==> src/rtl/mouse_tracker_if.sv <==
// Byte stream from the PS/2 receiver into the tracker, plus the cursor state
// and status pulses the tracker publishes to the grid controller.
interface mouse_tracker_if;
    logic       rx_valid;
    logic [7:0] rx_byte;
    logic [9:0] x_mouse;
    logic [9:0] y_mouse;
    logic       mouse_click;
    logic       pkt_valid;
    logic       sync_err;

    modport master (
        output rx_valid, rx_byte,
        input  x_mouse, y_mouse, mouse_click, pkt_valid, sync_err
    );

    modport slave (
        input  rx_valid, rx_byte,
        output x_mouse, y_mouse, mouse_click, pkt_valid, sync_err
    );
endinterface

==> src/rtl/mouse_tracker.sv <==
// Assembles 3-byte PS/2 mouse packets and integrates the deltas into a clamped
// cursor position; drops mis-framed bytes and abandons stalled packets.
module mouse_tracker #(
    parameter int X_MAX   = 159,
    parameter int Y_MAX   = 127,
    parameter int X_INIT  = 80,
    parameter int Y_INIT  = 64,
    parameter int TIMEOUT = 50000
) (
    input  logic            clk,
    input  logic            reset,
    mouse_tracker_if.slave  bus
);
    localparam int CW = (TIMEOUT > 2) ? $clog2(TIMEOUT) : 1;
    localparam logic [CW-1:0]    TO_LAST   = CW'(TIMEOUT - 1);
    localparam logic signed [11:0] X_MAX_S = 12'(X_MAX);
    localparam logic signed [11:0] Y_MAX_S = 12'(Y_MAX);

    typedef enum logic [1:0] {W0, W1, W2} state_t;

    state_t        state, state_n;
    logic [CW-1:0] cnt, cnt_n;
    // Only the header bits that matter are kept: overflow, sign and left button.
    logic          ovf_x, ovf_y, sgn_x, sgn_y, btn;
    logic          ovf_x_n, ovf_y_n, sgn_x_n, sgn_y_n, btn_n;
    logic [7:0]    xb, xb_n;
    logic [9:0]    x_q, y_q, x_n, y_n;
    logic          click_q, click_n;
    logic          pkt_q, pkt_n;
    logic          err_q, err_n;

    logic signed [8:0]  dx, dy;
    logic signed [11:0] x_sum, y_sum;
    logic [9:0]         x_clamp, y_clamp;

    always_ff @(posedge clk or posedge reset) begin
        if (reset) begin
            state   <= W0;
            cnt     <= '0;
            ovf_x   <= 1'b0;
            ovf_y   <= 1'b0;
            sgn_x   <= 1'b0;
            sgn_y   <= 1'b0;
            btn     <= 1'b0;
            xb      <= '0;
            x_q     <= 10'(X_INIT);
            y_q     <= 10'(Y_INIT);
            click_q <= 1'b0;
            pkt_q   <= 1'b0;
            err_q   <= 1'b0;
        end else begin
            state   <= state_n;
            cnt     <= cnt_n;
            ovf_x   <= ovf_x_n;
            ovf_y   <= ovf_y_n;
            sgn_x   <= sgn_x_n;
            sgn_y   <= sgn_y_n;
            btn     <= btn_n;
            xb      <= xb_n;
            x_q     <= x_n;
            y_q     <= y_n;
            click_q <= click_n;
            pkt_q   <= pkt_n;
            err_q   <= err_n;
        end
    end

    // Sums are 12-bit signed so the clamp sees true out-of-range values.
    always_comb begin
        dx    = ovf_x ? '0 : {sgn_x, xb};
        dy    = ovf_y ? '0 : {sgn_y, bus.rx_byte};
        x_sum = $signed({2'b00, x_q}) + {{3{dx[8]}}, dx};
        y_sum = $signed({2'b00, y_q}) - {{3{dy[8]}}, dy};

        if (x_sum < 0)            x_clamp = '0;
        else if (x_sum > X_MAX_S) x_clamp = X_MAX_S[9:0];
        else                      x_clamp = x_sum[9:0];

        if (y_sum < 0)            y_clamp = '0;
        else if (y_sum > Y_MAX_S) y_clamp = Y_MAX_S[9:0];
        else                      y_clamp = y_sum[9:0];
    end

    always_comb begin
        state_n = state;
        cnt_n   = cnt;
        ovf_x_n = ovf_x;
        ovf_y_n = ovf_y;
        sgn_x_n = sgn_x;
        sgn_y_n = sgn_y;
        btn_n   = btn;
        xb_n    = xb;
        x_n     = x_q;
        y_n     = y_q;
        click_n = click_q;
        pkt_n   = 1'b0;
        err_n   = 1'b0;

        unique case (state)
            W0: begin
                cnt_n = '0;
                if (bus.rx_valid) begin
                    if (bus.rx_byte[3]) begin
                        ovf_y_n = bus.rx_byte[7];
                        ovf_x_n = bus.rx_byte[6];
                        sgn_y_n = bus.rx_byte[5];
                        sgn_x_n = bus.rx_byte[4];
                        btn_n   = bus.rx_byte[0];
                        state_n = W1;
                    end else begin
                        err_n = 1'b1;
                    end
                end
            end
            W1, W2: begin
                // A byte arriving on the timeout cycle takes priority.
                if (bus.rx_valid) begin
                    cnt_n = '0;
                    if (state == W1) begin
                        xb_n    = bus.rx_byte;
                        state_n = W2;
                    end else begin
                        x_n     = x_clamp;
                        y_n     = y_clamp;
                        click_n = btn;
                        pkt_n   = 1'b1;
                        state_n = W0;
                    end
                end else if (cnt == TO_LAST) begin
                    cnt_n   = '0;
                    err_n   = 1'b1;
                    state_n = W0;
                end else begin
                    cnt_n = cnt + CW'(1);
                end
            end
            default: state_n = W0;
        endcase
    end

    assign bus.x_mouse     = x_q;
    assign bus.y_mouse     = y_q;
    assign bus.mouse_click = click_q;
    assign bus.pkt_valid   = pkt_q;
    assign bus.sync_err    = err_q;
endmodule

==> src/flat_wrapper.sv <==
// flat-port wrapper written by rule: the top's interface ports become plain ports
module mouse_tracker_flat 
#(
    parameter int X_MAX   = 159,
    parameter int Y_MAX   = 127,
    parameter int X_INIT  = 80,
    parameter int Y_INIT  = 64,
    parameter int TIMEOUT = 50000
)
  (clk, reset, bus_rx_valid, bus_rx_byte, bus_x_mouse, bus_y_mouse, bus_mouse_click, bus_pkt_valid, bus_sync_err);
  mouse_tracker_if bus_i ();
  input  logic clk;
  input  logic reset;
  input wire logic [$bits(bus_i.rx_valid)-1:0] bus_rx_valid;
  input wire logic [$bits(bus_i.rx_byte)-1:0] bus_rx_byte;
  output wire logic [$bits(bus_i.x_mouse)-1:0] bus_x_mouse;
  output wire logic [$bits(bus_i.y_mouse)-1:0] bus_y_mouse;
  output wire logic [$bits(bus_i.mouse_click)-1:0] bus_mouse_click;
  output wire logic [$bits(bus_i.pkt_valid)-1:0] bus_pkt_valid;
  output wire logic [$bits(bus_i.sync_err)-1:0] bus_sync_err;
  assign bus_i.rx_valid = bus_rx_valid;
  assign bus_i.rx_byte = bus_rx_byte;
  assign bus_x_mouse = bus_i.x_mouse;
  assign bus_y_mouse = bus_i.y_mouse;
  assign bus_mouse_click = bus_i.mouse_click;
  assign bus_pkt_valid = bus_i.pkt_valid;
  assign bus_sync_err = bus_i.sync_err;
  mouse_tracker #(.X_MAX(X_MAX), .Y_MAX(Y_MAX), .X_INIT(X_INIT), .Y_INIT(Y_INIT), .TIMEOUT(TIMEOUT)) u_core (.clk(clk), .reset(reset), .bus(bus_i));
endmodule
==> config.mk <==
export PLATFORM = sky130hd
export DESIGN_NAME = mouse_tracker_flat
export DESIGN_NICKNAME = d
export VERILOG_FILES = /design/src/rtl/mouse_tracker_if.sv /design/src/rtl/mouse_tracker.sv /design/src/flat_wrapper.sv
export SDC_FILE = /design/constraint.sdc
export NUM_CORES = 1
export LEC_CHECK = 0
export BUFFER_PORTS_ARGS = -buffer_cell sky130_fd_sc_hd__buf_4
export CORE_UTILIZATION = 55
export CTS_BUF_LIST = sky130_fd_sc_hd__clkbuf_16
export CTS_CLUSTER_DIAMETER = 100
export CTS_CLUSTER_SIZE = 10
export DETAILED_ROUTE_END_ITERATION = 10
export PLACE_DENSITY = 0.75
export SYNTH_ARGS = -nofsm -noshare
export SYNTH_HDL_FRONTEND = slang
export SYNTH_SLANG_ARGS = --single-unit
==> constraint.sdc <==
create_clock -name clk -period 4.05 [get_ports clk]
set_input_delay 0.405 -clock clk [delete_from_list [all_inputs] [get_ports clk]]
set_output_delay 0.405 -clock clk [all_outputs]
set_load 0.1 [all_outputs]
After elaboration in Yosys (flattened, before gate mapping)
Cells that the tools add are included.

Input bits: 11. Output and inout bits: 23. Bits in registers: 54. Logic and storage cells: 57.

Order comparisons: 4. Reduce and logical (&&, ||, !) cells: 7. Multiplexer cells: 23. Add/sub/neg operators: 3. Equality and inequality tests: 6. Bitwise gates (word level): 1.

Operators with widths (count): $mux 10 (4); $mux 16 (2); $pmux 16 s2 (1); $lt 12x1->1 const B (2); $mux 9 (2); $add 16x1->16 const B (1); $eq 16x16->1 const B (1); $add 11x9->12 (1); $gt 12x8->1 const B (1); $gt 12x9->1 const B (1); $reduce_and 3->1 (4); $sub 11x9->12 (1); $mux 2 (5); $mux 1 (7); $ne 2x2->1 const B (2); $pmux 2 s2 (1); $ne 3x2->1 const B (1); $eq 2x1->1 const B (1); $eq 2x2->1 const B (1); $logic_not 2->1 (1); $pmux 1 s2 (1); $reduce_bool 2->1 (1); $reduce_or 2->1 (1); $not 1->1 (1).

Logic depth before layout (Yosys ltp)
Depth in word-level cells: 5. Mapped depth: 11.

Worst setup path before layout
Ideal clock, no wire load.

Path type: register to register. Start point: register u_core.x_q[0] (netlist: u_core.bus.x_mouse[0]). End point: register u_core.x_q[1] (netlist: u_core.bus.x_mouse[1]). Arrival time: 2.848 ns. Cell stages (with the launch flop): 10. Setup slack: 1.058 ns. Buffers on the path: 0. Cell sequence: dfrtp_1 -> ha_1 -> inv_1 -> fa_1 -> nor2b_4 -> o31a_1 -> nor4_1 -> o32a_1 -> a211oi_4 -> a311oi_1.

Cells in the longest elaborated chain, start to end: 4. Elaborated cells between the ends (all ways): 5. Classes of those cells: add/sub (1); order compare (2); mux (2).

RTL lines: start, declared (line mouse_tracker.sv:27) `logic [9:0] x_q, y_q, x_n, y_n;`; start signal, assigned (line mouse_tracker.sv:46) `x_q <= 10'(X_INIT);`; start signal, assigned (line mouse_tracker.sv:60) `x_q <= x_n;`; $add 11x9->12 (*) (line mouse_tracker.sv:72) `x_sum = $signed({2'b00, x_q}) + {{3{dx[8]}}, dx};`; $gt 12x9->1 (line mouse_tracker.sv:76) `else if (x_sum > X_MAX_S) x_clamp = X_MAX_S[9:0];`; $mux 10 (line mouse_tracker.sv:76); $mux 10 (*) (line mouse_tracker.sv:75) `if (x_sum < 0) x_clamp = '0;`.

Mark *: on every way between the ends. The rest lies on a longest branch, timed or not. A chain may end at the register's enable or synchronous reset.

Final worst setup path
Start point: register u_core.ovf_x. End point: register u_core.x_q[5] (netlist: u_core.bus.x_mouse[5]).

Cells in the longest elaborated chain, start to end: 5. Elaborated cells between the ends (all ways): 6. Classes of those cells: add/sub (1); order compare (2); mux (3).

RTL lines: start, declared (line mouse_tracker.sv:24) `logic ovf_x, ovf_y, sgn_x, sgn_y, btn;`; start signal, assigned (line mouse_tracker.sv:54) `ovf_x <= ovf_x_n;`; $mux 9 (*) (line mouse_tracker.sv:70) `dx = ovf_x ? '0 : {sgn_x, xb};`; $add 11x9->12 (*) (line mouse_tracker.sv:72); $gt 12x9->1 (line mouse_tracker.sv:76); $mux 10 (line mouse_tracker.sv:76); $mux 10 (*) (line mouse_tracker.sv:75).

Marks and branches as above.

==> run metrics <==
post_cts resized=0; DP Area=0.00395 mm^2; fmax=344 MHz; largest cells by area after synthesis=dfrtp_1 35%, ha_1 9.2%, mux2_2 4.0%; Die ar.=0.00698 mm^2; Post-Syn Area=0.00366 mm^2; CP Data Required Time=4270 ps; Pre-Repair DR Iteration Count=4; hold path depth=2; cells after synthesis=389; CTS buffer count=5; core footprint=0.00639 mm^2; Finished Core Util=64.1%; hold path startpoint=bus_rx_byte[1]; CP arrival=3130 ps; hold buffers post-CTS=0; Tot GR Track Use=23.9%; largest fanout on the critical path=11; Vias per Instance=6.01; leading cell type by number of instances after synthesis=dfrtp_1; largest net degree at the start of global routing=55; antenna violations before repair=0; DIE HEIGHT=83.5 um; Synth top area share=34.9%; via count=2,981; Congestion Overflow GR=0; vias in the first global route=2,970; setup bufs post-CTS=0; I/O pin cnt=34; FF-to-FF Start=u_core.ovf_x$_DFFE_PP0P_; starting density of the core=57.3%; Final Hold Vio Count=0; PortBufs=33; Routability Congestion=0.950; CTS sink count=54; worst min-delay path class=in -> reg; n_diodes=0; layout net count=458; Total Power=3.68 mW; setup tns final=0 ps; drt drc=0; syn_nets=429; Slew headroom=25.7%; dominant synthesized flop cell=dfrtp_1; post-synth cell types=60; Commonest cells post-synth=51 x dfrtp_1, 39 x nor2_1, 34 x nand2_1, 27 x ha_1, 20 x a21oi_1; WL final=7.94 mm; Crit Path Class=reg -> reg; Avg WL per Cell=16.0 um; Crit. End Element=flop; Root Buffer=clkbuf_16; Yosys warning count=0; result of the run=completed; period utilization=71.7%; area leader, netlist=dfrtp_1; Initial DRC Count=114; Seq cells post-synth=54; peak supply drop=567 uV; reg-to-reg endpoint=u_core.bus.x_mouse[5]$_DFFE_PP0P_; max cap viols=0; hold worst-path end=u_core.xb[1]$_DFFE_PP0P_; depth of the worst register-to-register path=10; chip width=83.5 um; setup violators final=0; asr flop ratio synth=100%; H-tree depth=2; Critical Path Source Type=flop; Worst-path clk slew=70 ps; Layout area overhead=11.9%; EDFF count, synth=0; P_leak=1.88 nW; worst-skew pair later-pin latency=290 ps; Seq/Total Area, Yosys=37.1%; min Tclk post-route=2900 ps; PwrDens=898 mW/mm^2; Final Skew=6.64 ps; Max clock buf depth=2; row count=29; actual slew at the worst max-slew pin=1110 ps; syn avg cell area=9.40 um^2; DP HPWL=5.85 mm; Slew Limit Fails=0; CTS tree=built; RSZ-0062 raised after global routing=no; DRT antenna net count=0; R2R setup slack=1150 ps; first-pass GRT wire length=13.6 mm; Final Cell Area=0.00409 mm^2; layout cells sized above 1=16.7%
-- worst max-delay path by stage --
| stage | start | end | slack, ps | depth (start not counted) |
|---|---|---|---|---|
| global route | u_core.ovf_x$_DFFE_PP0P_ | u_core.bus.x_mouse[1]$_DFFE_PP0P_ | 960 | 9 |
| finish | u_core.ovf_x$_DFFE_PP0P_ | u_core.bus.x_mouse[5]$_DFFE_PP0P_ | 1150 | 10 |
| floorplan | u_core.bus.x_mouse[0]$_DFFE_PP0P_ | u_core.bus.x_mouse[1]$_DFFE_PP0P_ | 1060 | 9 |
| global placement | bus_rx_byte[0] | u_core.bus.y_mouse[3]$_DFFE_PP0P_ | 1250 | 11 |
| detailed placement | u_core.ovf_x$_DFFE_PP0P_ | u_core.bus.x_mouse[1]$_DFFE_PP0P_ | 1190 | 10 |
| CTS | u_core.ovf_x$_DFFE_PP0P_ | u_core.bus.x_mouse[5]$_DFFE_PP0P_ | 1170 | 10 |
-- registers in the layout, summed over array words and instances, names as in the netlist --
register	count
u_core.bus.x_mouse	10
u_core.bus.y_mouse	10
u_core.cnt	16
u_core.state	2
u_core.xb	8
u_core.bus.mouse_click	1
u_core.btn	1
u_core.ovf_x	1
u_core.bus.pkt_valid	1
u_core.ovf_y	1
u_core.bus.sync_err	1
u_core.sgn_y	1
u_core.sgn_x	1
-- worst max-delay path, cell delays in order (launching register included) --
cell and delay [ps]:
dfrtp_1 530, nor2b_1 170, ha_1 200, inv_1 60
fa_1 440, nor2b_4 150, o31a_1 230, nor4_1 70
o32a_1 370, a211oi_4 370, a41o_1 240
-- cells in the final DEF (no fill, tap or decap), types with 4 or more instances in the layout --
cell       netlist  routed
a211oi_1         6       6
a21o_1           5       5
a21oi_1         20      20
a32oi_1          7       7
and2_1           7       7
buf_4            0      33
clkbuf_16        0       5
dfrtp_1         51      51
ha_1            27      27
inv_1           16      15
mux2_2          13      13
nand2_1         34      34
nand2b_1        13      13
nand3_1         14      14
nand3b_1         4       4
nor2_1          39      39
nor2b_1         17      17
nor3_1          11      11
o21ai_0          8       8
o21bai_1         4       4
xnor2_1         12      12
xor2_1           9       9
-- per-stage QoR --
| stage | hold WS, ps | std cells | worst slack (ps) |
|---|---|---|---|
| after floorplan | 433 | 389 | 1060 |
| after global placement | 451 | 488 | 1250 |
| after detailed placement | 461 | 488 | 1190 |
| after CTS | 370 | 496 | 1170 |
| after global routing | 363 | 496 | 959 |
| final | 370 | 496 | 1150 |
-- where the power goes --
group	switching, mW	internal (mW)	total, mW
clock network	0.195	0.230	0.425
logic	1.57	0.836	2.41
registers	0.142	0.703	0.845
total	1.91	1.77	3.68
-- cell type report --
| cell class | count | area (um^2) |
|---|---|---|
| Fill cell | 541 | 2290 |
| Multi-Input combinational cell | 308 | 2190 |
| Sequential cell | 54 | 1360 |
| Timing Repair Buffer | 33 | 248 |
| Clock buffer | 5 | 125 |
| Tap cell | 77 | 96.3 |
| Inverter | 16 | 60.1 |
| Clock inverter | 3 | 18.8 |
-- cells by family after synthesis --
logic type      synth area share (%)
compound gates                  17.6
xor+xnor                        5.03
fa+ha+maj                       10.3
buf+inv                         3.08
flops                           37.1
mux                             4.82
simple gates                    22.1
-- per-layer routing --
metal  vias up  global-route usage (%)  wire, um
met1      1437                    32.2      3800
met5         -                       0         0
met3        15                    5.44       272
li1       1456                       -         -
met2        73                    39.4      3760
met4         0                    6.01       107
Power figures use the tool's default switching activity.
